===== src/rtl/pipelined_add_sub_pkg.sv =====
// Shared types and helpers for the pipelined adder/subtractor.
// Provides chunk sizing, a parameter legality check and the flag bundle.
package pipelined_add_sub_pkg;

   typedef struct packed {
      logic c_out;
      logic ovf;
      logic zero;
   } flags_t;

   function automatic int chunk_w(input int width, input int stages);
      return (stages > 0) ? width / stages : width;
   endfunction

   function automatic bit dims_ok(input int width, input int stages);
      return (stages >= 1) && (stages <= width) &&
             ((width % stages) == 0);
   endfunction

endpackage


===== src/rtl/pipe_add_stage.sv =====
// Combinational CHUNK-bit slice adder used by every pipeline stage.
// Ports: a, b (chunk operands), cin -> sum (chunk result), cout (carry out).
module pipe_add_stage
   import pipelined_add_sub_pkg::*;
#(
   parameter int CHUNK = 8
) (
   input  logic [CHUNK-1:0] a,
   input  logic [CHUNK-1:0] b,
   input  logic             cin,
   output logic [CHUNK-1:0] sum,
   output logic             cout
);

   assign {cout, sum} = {1'b0, a} + {1'b0, b} + {{CHUNK{1'b0}}, cin};

endmodule


===== src/rtl/pipelined_add_sub.sv =====
// Pipelined two's-complement add/sub, one CHUNK of the word per stage.
// Ports: CLK, RST (async high); IN_VALID/IN_READY with A, B, SUB, C_IN;
//        OUT_VALID/OUT_READY with S, C_OUT, OVF, ZERO (flags valid with S).
module pipelined_add_sub
   import pipelined_add_sub_pkg::*;
#(
   parameter int WIDTH  = 32,
   parameter int STAGES = 4
) (
   input  logic             CLK,
   input  logic             RST,
   input  logic             IN_VALID,
   output logic             IN_READY,
   input  logic [WIDTH-1:0] A,
   input  logic [WIDTH-1:0] B,
   input  logic             SUB,
   input  logic             C_IN,
   output logic             OUT_VALID,
   input  logic             OUT_READY,
   output logic [WIDTH-1:0] S,
   output logic             C_OUT,
   output logic             OVF,
   output logic             ZERO
);

   localparam int CHUNK = chunk_w(WIDTH, STAGES);
   localparam int LAST  = STAGES - 1;

   if (!dims_ok(WIDTH, STAGES)) begin : g_bad
      $error("pipelined_add_sub: WIDTH must be a multiple of STAGES");
   end

   logic             advance;
   logic [WIDTH-1:0] b_eff;
   logic             cin0;
   logic             ovf_nx;
   flags_t           fl_d;
   flags_t           fl_q;

   // Whole-pipe stall: everything moves together or nothing moves.
   assign advance  = ~OUT_VALID | OUT_READY;
   assign IN_READY = advance;

   assign b_eff = SUB ? ~B : B;
   assign cin0  = C_IN ^ SUB;

   for (genvar k = 0; k < STAGES; k++) begin : g_st
      localparam int LO = k * CHUNK;
      localparam int BW = WIDTH - LO;

      logic [WIDTH-1:0] a_i;
      logic [WIDTH-1:0] a_nx;
      logic [WIDTH-1:0] a_q;
      logic [BW-1:0]    b_i;
      logic [CHUNK-1:0] sum;
      logic             c_i;
      logic             v_i;
      logic             cout;
      logic             v_q;

      if (k == 0) begin : g_in
         assign a_i = A;
         assign b_i = b_eff;
         assign c_i = cin0;
         assign v_i = IN_VALID;
      end else begin : g_in
         assign a_i = g_st[k-1].a_q;
         assign b_i = g_st[k-1].g_sk.b_q;
         assign c_i = g_st[k-1].g_sk.c_q;
         assign v_i = g_st[k-1].v_q;
      end

      pipe_add_stage #(
         .CHUNK (CHUNK)
      ) u_add (
         .a    (a_i[LO +: CHUNK]),
         .b    (b_i[CHUNK-1:0]),
         .cin  (c_i),
         .sum  (sum),
         .cout (cout)
      );

      // a_q carries finished sum chunks below and raw A chunks above.
      always_comb begin
         a_nx = a_i;
         a_nx[LO +: CHUNK] = sum;
      end

      always_ff @(posedge CLK or posedge RST) begin
         if (RST) begin
            v_q <= 1'b0;
            a_q <= '0;
         end else if (advance) begin
            v_q <= v_i;
            if (v_i) a_q <= a_nx;
         end
      end

      // Skew: only the still-unused upper Beff chunks travel on.
      if (k < LAST) begin : g_sk
         logic [BW-CHUNK-1:0] b_q;
         logic                c_q;

         always_ff @(posedge CLK or posedge RST) begin
            if (RST) begin
               b_q <= '0;
               c_q <= 1'b0;
            end else if (advance && v_i) begin
               b_q <= b_i[BW-1:CHUNK];
               c_q <= cout;
            end
         end
      end
   end

   // Sign rule on the true operands of the top bit.
   always_comb begin
      ovf_nx =
         (g_st[LAST].a_i[WIDTH-1] == g_st[LAST].b_i[CHUNK-1]) &
         (g_st[LAST].sum[CHUNK-1] != g_st[LAST].a_i[WIDTH-1]);
   end

   always_comb begin
      fl_d       = '0;
      fl_d.c_out = g_st[LAST].cout;
      fl_d.ovf   = ovf_nx;
      fl_d.zero  = ~|g_st[LAST].a_nx;
   end

   always_ff @(posedge CLK or posedge RST) begin
      if (RST) begin
         fl_q <= '0;
      end else if (advance && g_st[LAST].v_i) begin
         fl_q <= fl_d;
      end
   end

   assign S         = g_st[LAST].a_q;
   assign OUT_VALID = g_st[LAST].v_q;
   assign C_OUT     = fl_q.c_out;
   assign OVF       = fl_q.ovf;
   assign ZERO      = fl_q.zero;

endmodule


===== config.mk =====
export PLATFORM = sky130hd
export DESIGN_NAME = pipelined_add_sub
export DESIGN_NICKNAME = d
export VERILOG_FILES = /design/src/rtl/pipelined_add_sub_pkg.sv /design/src/rtl/pipe_add_stage.sv /design/src/rtl/pipelined_add_sub.sv
export SDC_FILE = /design/constraint.sdc
export NUM_CORES = 1
export LEC_CHECK = 0
export CELL_PAD_IN_SITES_DETAIL_PLACEMENT = 0
export CELL_PAD_IN_SITES_GLOBAL_PLACEMENT = 1
export CORE_AREA = 2 2 140 142
export DETAILED_ROUTE_END_ITERATION = 12
export DIE_AREA = 0 0 142 144
export PLACE_DENSITY_LB_ADDON = 0.1
export SLEW_MARGIN = 20
export SYNTH_ARGS = -nofsm -noshare
export SYNTH_HDL_FRONTEND = slang
export SYNTH_SLANG_ARGS = --single-unit

===== constraint.sdc =====
create_clock -name CLK -period 7.6 [get_ports CLK]
set_clock_uncertainty 0.2 [all_clocks]
set_input_delay 1.14 -clock CLK [delete_from_list [all_inputs] [get_ports CLK]]
set_output_delay 1.14 -clock CLK [all_outputs]
set_load 0.1 [all_outputs]

==> flow_summary_export.csv <==
group,metric,value,unit
synth,dominant_combinational_cell_family_by_area_after_synthesis,"multiplexers",
clocking,tritoncts.num_buffers,17,
power,power_per_cell_area,482.5,nW/um2
synth,async_reset_ff_share,100.0,%
synth,synth_compound_gate_area_share,7.617,%
sta,tightest_slew,985.8,ps
clocking,clock_latency,420,ps
grt,grtUsageTotal,17.07,%
synth,post_synth_num_cell_types,34,
clocking,h_tree_depth,4,
synth,synth.area.mux_share,17.23,%
finish,num_antenna_cells,0,
finish,area_delta_synth_final,22.25,%
worst_setup_path,worst_setup_path_start_kind,"input port",
clocking,cts_resized,0,
worst_setup_path,cp-end-kind,"output port",
floorplan,fp.dieH,144,um
worst_setup_path,critical_path.most_common_cell,"clkdlybuf4s50_1",
worst_setup_path,critPathMaxStageDelay,1170,ps
outcome,run_status,"finished, final reports clean",
drt,wl_met3,554,um
floorplan,placeableCoreArea,19080,um2
worst_setup_path,crit_arrival,3090,ps
clocking,post_cts_hold_buffer_count,0,
floorplan,dieArea,20450,um2
worst_setup_path,cp_max_fo,8,
clocking,cts.reportedPaths.clkPinSlew,60,ps
drt,drt_pass1_iterations,4,
place,port_buffers,106,
sta,maxSlewHeadroom,34.04,%
power,p_leak,4.474,nW
sta,timing.final.hold_violations,0,
flow_run,max-cap-violations,0,
synth,syn_area,8361,um2
clocking,max-clock-path-buffers,2,
grt,wire_length_of_the_first_global_routing_pass,27030,um
finish,most-common-layout-cells,"dfrtp_1, mux2_2, clkdlybuf4s50_1",
worst_setup_path,timing_worst_setup_path_type,"in -> out",
drt,vias_per_cell,5.043,
sta,period_utilisation_layout,58.24,%
synth,synthesis.instances,663,
synth,post_synth_fa_ha_maj_area_fraction,6.106,%
worst_setup_path,worstPathBufferInverterCount,3,
sta,period_needed,4427,ps
grt,first_global_vias,5429,
floorplan,die-width,142,um
hold_path,holdCritPathClass,"reg -> reg",
drt,drt_drc_violations_left,0,
worst_setup_path,crit_chain,"clkdlybuf4s50_1 -> nor2b_1 -> inv_2 -> clkdlybuf4s50_1",
synth,synthXorXnorAreaFrac,5.343,%
worst_setup_path,worst_path_dominant_cell_family,"buffers and inverters",
power,post-layout-total-power,0.004932,W
synth,synth_seq_cells,186,
place,place_hpwl,11190,um
drt,finalWirelength,16200,um
synth,synth_fp_nets,769,
clocking,tritoncts,"yes",
synth,number_of_warning_messages_in_the_yosys_log,0,
power,ir_drop,0.2408,mV
worst_setup_path,cp_data_required_time,6260,ps
synth,avgSynthCellArea,12.61,um2
clocking,post-cts-setup-buffers,0,
clocking,clock_root_buffer,"clkbuf_16",
sta,final.setup.tns,0,ps
drt,drtIter0Drc,292,
sta,maxSlewViolCount,0,
drt,detailroute.via_count,5119,
grt,grt_start_max_net_pins,114,
clocking,clock_sinks,186,
place,replace_congestion,0.7623,
floorplan,start_util,43.82,%
floorplan,row_count,51,
drt,post_route_antenna_net_violation_count,0,
grt,grt_overflow_total,0,
drt,met2WireLength,8104,um
synth,dominantRegCellSynth,"dfrtp_1",
finish,fin_nets,870,
sta,setup_viol_count_final,0,
synth,synth_sequential_area_ratio,55.67,%
sta,grt_setup_unrepaired,"no",
grt,number_of_antenna_violations_at_the_first_check_in_global_routing,0,
synth,synth-edff-count,0,
sta,fmax,225.9,MHz
synth,synth-simple-area-share,5.642,%
finish,layout-drive-gt1-share,22.01,%
worst_setup_path,timing.critical_path.slowest_stage_cell,"clkdlybuf4s50_1",
floorplan,top_ports,107,
drt,highest-signal-layer,"met4",
drt,detail_route.wl_per_cell,15.96,um
finish,most_common_library_cell_in_the_layout_ignoring_fill_and_taps,"dfrtp_1",
drt,drt-met1-wl,7314,um
[sequential cells by signal (all words and copies together), names as in the netlist]
name,count
OVF,1
S,32
g_st.g_sk.c_q,3
ZERO,1
g_st.g_sk.b_q,48
g_st.a_q,96
OUT_VALID,1
C_OUT,1
g_st.v_q,3
[cells by family (layout without fill, tap and decap cells)]
group / count (synthesis) / in the layout
mux: 128 / 128
flops: 186 / 186
simple gates: 110 / 110
buf+inv: 47 / 161
compound gates: 105 / 105
fa+ha+maj: 36 / 36
xor+xnor: 51 / 51
[per-stage QoR]
step	hold slack, ps	utilization (%)	setup WS (ps)	cell area (um2)	cells
after CTS	280.4	53.56	3163	10220	1015
after floorplan	244.6	-	1203	8361	663
after global routing	306.6	53.57	3139	10220	1015
after global placement	259.2	50.48	3179	9630	983
after detailed placement	267.2	50.48	3164	9630	983
final	272.9	53.57	3173	10220	1015
[final timing paths]
check,depth (start not counted),slack (ps),end,startpoint
worst max-delay path,4,3170,IN_READY,OUT_READY
worst min-delay path,2,270,g_st[0].g_sk.b_q[17],g_st[0].g_sk.b_q[17]
worst max register to register,7,4700,ZERO,g_st[2].a_q[24]
worst min register to register,2,270,g_st[0].g_sk.b_q[17],g_st[0].g_sk.b_q[17]
max in group asynchronous,3,4710,g_st[0].g_sk.b_q[1],RST
min in group asynchronous,2,1050,g_st[2].a_q[0],RST
[layer usage]
layer | vias up | track usage (%)
li1 | 2494 | -
met1 | 2508 | 21.61
met2 | 99 | 29.52
met3 | 18 | 3.775
met4 | 0 | 5.053
met5 | - | 0
[synth_stat cells, types with 3 or more instances]
cell      count  share of area, %
xnor2_1      36               3.8
ha_1         28               4.2
xor2_1       15               1.6
o21a_1        7              0.63
buf_2        19               1.1
o21bai_1      8              0.72
a21o_1        4              0.36
inv_1        18              0.81
o21ai_0      49               2.9
nor4_1        6              0.45
nor3_1        9              0.54
o21ai_1       3              0.18
nand2_1      63               2.8
nor2_1       20              0.90
nor2b_1       4              0.30
fa_1          8               1.9
clkbuf_1      9              0.40
mux2_2      127                17
a211oi_1      4              0.36
dfrtp_1     186                56
a21oi_1      15              0.90
o31ai_1       8              0.72
[worst min-delay path: stages (launching register included)]
cell     delay, ps
dfrtp_1        340
nand2_1         40
o21ai_0         50
[report_power, final]
part | internal [W] | switching [W] | leakage, nW
logic | 0.000937 | 0.00142 | 1.93
clock network | 0.000512 | 0.000357 | 0.296
registers | 0.00143 | 0.000267 | 2.24
[layout make-up]
class	instances	area (um2)
Fill cell	1620	8859
Multi-Input combinational cell	430	3516
Sequential cell	186	4654
Clock inverter	6	58.81
Inverter	19	78.83
Timing Repair Buffer	110	1086
Clock buffer	26	529.3
Tap cell	238	297.8
Note: power is estimated with default switching activity, not from simulation.
